### config.mk
export PLATFORM = sky130hd
export DESIGN_NAME = b1_obs_framer_flat
export DESIGN_NICKNAME = d
export VERILOG_FILES = /design/src/rtl/b1_obs_framer_if.sv /design/src/rtl/b1_obs_framer.sv /design/src/flat_wrapper.sv
export SDC_FILE = /design/constraint.sdc
export NUM_CORES = 1
export LEC_CHECK = 0
export BUFFER_PORTS_ARGS = -buffer_cell sky130_fd_sc_hd__buf_4
export CORE_MARGIN = 2
export CORE_UTILIZATION = 35
export CTS_CLUSTER_DIAMETER = 30
export DETAILED_ROUTE_END_ITERATION = 7
export HOLD_SLACK_MARGIN = 0.08
export PLACE_DENSITY = 0.55
export SYNTH_ARGS = -nofsm -noshare
export SYNTH_HDL_FRONTEND = slang
export SYNTH_SLANG_ARGS = --single-unit
### constraint.sdc
create_clock -name rx_clk -period 3.56 [get_ports rx_clk]
set_input_delay 0.712 -clock rx_clk [delete_from_list [all_inputs] [get_ports rx_clk]]
set_output_delay 0.712 -clock rx_clk [all_outputs]
set_load 0.02 [all_outputs]
### src/rtl/b1_obs_framer_if.sv
// Byte stream from the observation framer to the UART transmitter.
interface b1_obs_framer_if;
    logic [7:0] tx_data;
    logic       tx_valid;
    logic       rx_ready;

    modport master (output tx_data, output tx_valid, input rx_ready);
    modport slave  (input tx_data, input tx_valid, output rx_ready);
endinterface

### src/rtl/b1_obs_framer.sv
// Snapshots both tracking channels on PPS and streams them as a 36-byte
// sync-headed, checksummed record over a valid/ready byte interface.
module b1_obs_framer (
    input  logic                  rx_clk,
    input  logic                  rx_rst_n,
    input  logic                  rx_en,
    input  logic                  rx_pps,
    input  logic [31:0]           rx_boc_car_nco,
    input  logic [31:0]           rx_boc_prn_nco,
    input  logic [11:0]           rx_boc_prn_phs,
    input  logic [23:0]           rx_bbP_real,
    input  logic [23:0]           rx_bbP_imag,
    input  logic [31:0]           rx_tmboc_car_nco,
    input  logic [31:0]           rx_tmboc_prn_nco,
    input  logic [11:0]           rx_tmboc_prn_phs,
    input  logic [23:0]           rx_tmboc_bbP_real,
    input  logic [23:0]           rx_tmboc_bbP_imag,
    b1_obs_framer_if.master       bus,
    output logic                  tx_busy,
    output logic [7:0]            tx_ovf_cnt
);
    localparam logic [7:0]  HDR0      = 8'hEB;
    localparam logic [7:0]  HDR1      = 8'h90;
    localparam int unsigned FRAME_LEN = 36;
    localparam int unsigned IDX_W     = 6;
    localparam int unsigned PAY_W     = 264;
    localparam logic [IDX_W-1:0] LAST_IDX = IDX_W'(FRAME_LEN - 1);
    localparam logic [IDX_W-1:0] CSUM_END = IDX_W'(FRAME_LEN - 2);

    typedef struct packed {
        logic [31:0] boc_car;
        logic [31:0] boc_prn;
        logic [11:0] boc_phs;
        logic [23:0] boc_re;
        logic [23:0] boc_im;
        logic [31:0] tm_car;
        logic [31:0] tm_prn;
        logic [11:0] tm_phs;
        logic [23:0] tm_re;
        logic [23:0] tm_im;
    } bank_t;

    typedef enum logic {IDLE, SEND} state_t;

    state_t           state, state_nxt;
    bank_t            bank;
    logic [IDX_W-1:0] idx, idx_nxt, idx_inc;
    logic [7:0]       seq, seq_nxt, csum, csum_nxt, ovf_nxt, data_nxt, pay_byte;
    logic             valid_nxt, busy_nxt, load;
    logic             arm, xfer, last;
    logic [PAY_W-1:0] payload;
    logic [8:0]       sh;

    assign arm     = rx_pps && rx_en;
    assign xfer    = bus.tx_valid && bus.rx_ready;
    assign last    = xfer && (idx == LAST_IDX);
    assign idx_inc = idx + IDX_W'(1);

    // Bytes 2..34 of the frame, MSB first; seq is stable for the whole frame
    assign payload = {seq, bank.boc_car, bank.boc_prn, 4'b0, bank.boc_phs,
                      bank.boc_re, bank.boc_im, bank.tm_car, bank.tm_prn,
                      4'b0, bank.tm_phs, bank.tm_re, bank.tm_im};
    assign sh       = {6'(CSUM_END - idx_inc), 3'b000};
    assign pay_byte = 8'(payload >> sh);

    always_ff @(posedge rx_clk or negedge rx_rst_n) begin
        if (!rx_rst_n) state <= IDLE;
        else           state <= state_nxt;
    end

    always_comb begin
        state_nxt = state;
        case (state)
            IDLE:    if (arm)  state_nxt = SEND;
            SEND:    if (last) state_nxt = IDLE;
            default: state_nxt = IDLE;
        endcase
    end

    always_comb begin
        data_nxt  = bus.tx_data;
        valid_nxt = bus.tx_valid;
        busy_nxt  = tx_busy;
        idx_nxt   = idx;
        seq_nxt   = seq;
        csum_nxt  = csum;
        ovf_nxt   = tx_ovf_cnt;
        load      = 1'b0;
        case (state)
            IDLE: begin
                if (arm) begin
                    load      = 1'b1;
                    data_nxt  = HDR0;
                    valid_nxt = 1'b1;
                    busy_nxt  = 1'b1;
                    idx_nxt   = '0;
                end
            end
            SEND: begin
                if (arm && (tx_ovf_cnt != 8'hFF)) ovf_nxt = tx_ovf_cnt + 8'd1;
                if (xfer) begin
                    if ((idx >= IDX_W'(2)) && (idx <= CSUM_END))
                        csum_nxt = csum + bus.tx_data;
                    if (last) begin
                        valid_nxt = 1'b0;
                        busy_nxt  = 1'b0;
                        seq_nxt   = seq + 8'd1;
                        csum_nxt  = '0;
                        idx_nxt   = '0;
                    end else begin
                        idx_nxt = idx_inc;
                        // Checksum byte folds in byte 34, which is transferring now
                        if (idx_inc == IDX_W'(1))   data_nxt = HDR1;
                        else if (idx_inc == LAST_IDX) data_nxt = csum + bus.tx_data;
                        else                        data_nxt = pay_byte;
                    end
                end
            end
            default: ;
        endcase
    end

    always_ff @(posedge rx_clk or negedge rx_rst_n) begin
        if (!rx_rst_n) begin
            bus.tx_data  <= '0;
            bus.tx_valid <= 1'b0;
            tx_busy      <= 1'b0;
            tx_ovf_cnt   <= '0;
            idx          <= '0;
            seq          <= '0;
            csum         <= '0;
            bank         <= '0;
        end else begin
            bus.tx_data  <= data_nxt;
            bus.tx_valid <= valid_nxt;
            tx_busy      <= busy_nxt;
            tx_ovf_cnt   <= ovf_nxt;
            idx          <= idx_nxt;
            seq          <= seq_nxt;
            csum         <= csum_nxt;
            if (load)
                bank <= {rx_boc_car_nco, rx_boc_prn_nco, rx_boc_prn_phs,
                         rx_bbP_real, rx_bbP_imag, rx_tmboc_car_nco,
                         rx_tmboc_prn_nco, rx_tmboc_prn_phs,
                         rx_tmboc_bbP_real, rx_tmboc_bbP_imag};
        end
    end
endmodule

### src/flat_wrapper.sv
// flat-port wrapper written by rule: the top's interface ports become plain ports
module b1_obs_framer_flat 
  (rx_clk, rx_rst_n, rx_en, rx_pps, rx_boc_car_nco, rx_boc_prn_nco, rx_boc_prn_phs, rx_bbP_real, rx_bbP_imag, rx_tmboc_car_nco, rx_tmboc_prn_nco, rx_tmboc_prn_phs, rx_tmboc_bbP_real, rx_tmboc_bbP_imag, tx_busy, tx_ovf_cnt, bus_tx_data, bus_tx_valid, bus_rx_ready);
  b1_obs_framer_if bus_i ();
  input  logic rx_clk;
  input  logic rx_rst_n;
  input  logic rx_en;
  input  logic rx_pps;
  input  logic [31:0] rx_boc_car_nco;
  input  logic [31:0] rx_boc_prn_nco;
  input  logic [11:0] rx_boc_prn_phs;
  input  logic [23:0] rx_bbP_real;
  input  logic [23:0] rx_bbP_imag;
  input  logic [31:0] rx_tmboc_car_nco;
  input  logic [31:0] rx_tmboc_prn_nco;
  input  logic [11:0] rx_tmboc_prn_phs;
  input  logic [23:0] rx_tmboc_bbP_real;
  input  logic [23:0] rx_tmboc_bbP_imag;
  output logic tx_busy;
  output logic [7:0] tx_ovf_cnt;
  output wire logic [$bits(bus_i.tx_data)-1:0] bus_tx_data;
  output wire logic [$bits(bus_i.tx_valid)-1:0] bus_tx_valid;
  input wire logic [$bits(bus_i.rx_ready)-1:0] bus_rx_ready;
  assign bus_tx_data = bus_i.tx_data;
  assign bus_tx_valid = bus_i.tx_valid;
  assign bus_i.rx_ready = bus_rx_ready;
  b1_obs_framer u_core (.rx_clk(rx_clk), .rx_rst_n(rx_rst_n), .rx_en(rx_en), .rx_pps(rx_pps), .rx_boc_car_nco(rx_boc_car_nco), .rx_boc_prn_nco(rx_boc_prn_nco), .rx_boc_prn_phs(rx_boc_prn_phs), .rx_bbP_real(rx_bbP_real), .rx_bbP_imag(rx_bbP_imag), .rx_tmboc_car_nco(rx_tmboc_car_nco), .rx_tmboc_prn_nco(rx_tmboc_prn_nco), .rx_tmboc_prn_phs(rx_tmboc_prn_phs), .rx_tmboc_bbP_real(rx_tmboc_bbP_real), .rx_tmboc_bbP_imag(rx_tmboc_bbP_imag), .bus(bus_i), .tx_busy(tx_busy), .tx_ovf_cnt(tx_ovf_cnt));
endmodule
==> summary.md <==
- 60200 um — global-route wire length before repair
- 1511 — Nets
- 0.0405 mm2 — Die ar.
- 0 — number of warnings issued by yosys
- no — setup repair after global routing missed its margin
- 52.9% — top cell type's share of synthesized area
- 12 — largest fanout of any net on the critical path
- 19.5% — overall routing resource usage
- 89.3% — period utilisation layout
- 38900 um — Routed WL
- 73 — number of buffers added by the clock tree synthesis step
- 0 — number of enable-type register cells in the synthesized netlist
- dfrtp_1 — commonest register cell after synthesis
- 56.0% — layout cells sized above 1
- 27900 um — post-detailed-placement half-perimeter wirelength
- 1205 — post-synth net total
- 72 — count of standard-cell rows
- 53 — count of different cell masters after synthesis
- dfrtp_1, mux2_2, mux4_2 — dominant cells by area after synthesis
- 3 — worst-case clock buffer depth
- 201 um — x dimension of the die
- 936 — cell count after synthesis
- 8.40 nW — static leakage power
- 0 — hold violation total from the final report
- 38.3% — tightest slew margin relative to the limit
- 1020 mW/mm2 — power per cell area
- 0.469 mV — Max VDD drop
- flip-flop — crit end category
- 19.2 mW — Final Power
- flip-flop — launching element type of the critical path
- 270 — Port Buffer Count
- 0 — number of hold-repair buffers added at the cts stage
- 0 ps — TNS Setup
- 926 ps — Slew @ Worst Pin
- 0.0136 mm2 — area of the mapped netlist
- dfrtp_1 — dominant cell by count in the synthesized netlist
- 37.9% — layout-stage area growth over the synthesis result
- done — clock tree from TritonCTS
- 0 — number of routed nets with antenna violations
- 271 — num ports
- 0 — global-route congestion overflow total
- dfrtp_1, mux2_2, mux4_2 — ranking of synthesized cells by instance count
- 3970 ps — Crit path required time
- 40 ps — clk slew on worst S/H paths
- 570 ps — Clock Latency Late Sink
- in -> async — Hold WC Path Type
- 35.4% — Initial Util
- 288 — number of clock sinks seen by CTS
- 0 — post-cts sizing count
- 3590 ps — critical path arrival
- 7 — initial antenna violation count
- reg -> reg — Critical Setup Path Class
- 154 — pin count of the biggest net entering global routing
- 14.6 um2 — synthesized area per cell
- 3 — number of H-tree levels
- 201 um — Chip Height
- 100% — share of flip-flops with an asynchronous set or reset after synthesis
- 0.0386 mm2 — floorplan core area
- 0 — # Max-Cap Violations
- 3180 ps — minimum clock period after layout
- 3451 — filler cell count
- 21.4 um — routed len/inst
- 465 — drt first-iter violations
- 0 — Post-CTS Setup Inserts
- 0.315 GHz — Max Clk Rate
- 0 — pins over their slew limit
- 10.0k — via count of the first global-routing pass
- 5.05 — Avg Vias per Cell
- 0.841 — Routability Congestion
- 0 — # setup viols final
- 9179 — overall via count from detail_route
- 288 — synthesized flop and latch total
- dfrtp_1 — largest area contributor in the netlist
- 5 — detailed-router iteration count before antenna repair
- 52.9% — proportion of synthesized chip area in sequential cells
- finished clean — run status
- 14.9 ps — clk_skew
- clkbuf_16 — root buffer selected by CTS
- 0 — Remaining DRCs
-- metrics by stage --
stage,cell area [um2],util (%),worst slack [ps],hold slack (ps),cells
floorplan,13600,-,247,416,936
global placement,16300,42.3,503,483,1685
detailed placement,16300,42.3,441,489,1685
CTS,18800,48.7,420,207,1814
global route,18800,48.8,250,220,1816
finish,18800,48.8,381,199,1817
-- logic make-up (layout without fill, tap and decap cells) --
logic type | count (synthesis) | in the layout | share of synthesized area (%)
fa+ha+maj | 16 | 16 | 1.52
other cells | 0 | 3 | 0
simple gates | 105 | 105 | 3.76
xor+xnor | 28 | 28 | 2.07
flops | 288 | 288 | 52.9
mux | 342 | 342 | 33.4
compound gates | 86 | 86 | 4.18
buf+inv | 71 | 431 | 2.22
-- sequential cells by signal, summed over array words and instances (netlist names) --
register and flops:
u_core.bank 248, u_core.bus.tx_data 8, u_core.bus.tx_valid 1, u_core.csum 8, u_core.idx 6, u_core.seq 8
u_core.state 1, u_core.tx_ovf_cnt 8
-- layer usage --
metal / vias to the layer above / part of all wire [%] / wire length [um] / GRT usage, %
li1: 4129 / - / - / -
met1: 4693 / 41 / 15900 / 24.3
met4: 8 / 2.5 / 955 / 6.41
met2: 268 / 48 / 18900 / 31.3
met5: - / 0.13 / 51 / 0
met3: 81 / 8.0 / 3130 / 7.48
-- worst max-delay path: stages, from the launching register on --
cell and delay, ps:
dfrtp_4 530, inv_1 210, ha_4 300, mux2i_1 240, mux2i_4 150, xnor2_2 270
buf_4 290, mux4_1 630, mux2i_1 190, o21a_1 140, a311oi_1 50
-- final cells by class --
type / count / area (um2) / share of cell area (%)
Multi-Input combinational cell: 577 / 6140 / 32.7
Sequential cell: 288 / 7210 / 38.3
Clock buffer: 102 / 2140 / 11.4
Inverter: 13 / 48.8 / 0.260
Timing Repair Buffer: 289 / 2260 / 12.0
Tap cell: 518 / 648 / 3.45
Clock inverter: 27 / 340 / 1.81
Antenna cell: 3 / 7.51 / 0.0399
-- report_power, final --
part | leakage (nW) | internal [mW] | switching [mW] | total, mW
clock | 1.22 | 4.59 | 1.99 | 6.57
combinational | 3.75 | 3.73 | 3.27 | 7.00
sequential | 3.44 | 4.69 | 0.893 | 5.58
total | 8.40 | 13.0 | 6.15 | 19.2
-- final timing paths --
path,start,to,slack (ps),depth (start not counted)
worst max-delay path,u_core.idx[0],u_core.bus.tx_data[5],380,10
min in group rx_clk,rx_tmboc_bbP_real[22],u_core.bank[46],370,2
worst min register to register,u_core.bank[234],u_core.bank[234],500,1
max in group asynchronous,rx_rst_n,u_core.bank[90],2560,2
worst max register to register,u_core.idx[0],u_core.bus.tx_data[5],380,10
worst min-delay path,rx_rst_n,u_core.bank[238],200,1
-- placed cells by master, fill, tap and decap left out, types with 16 or more instances in the layout --
cell       count
nand2_1       40
dfrtp_1      287
xnor2_1       18
mux4_2        60
mux2i_1       25
clkbuf_16     75
clkbuf_8      16
buf_4        281
o21ai_0       28
mux2_2       253
No activity file was read; power rests on OpenSTA's default activity.
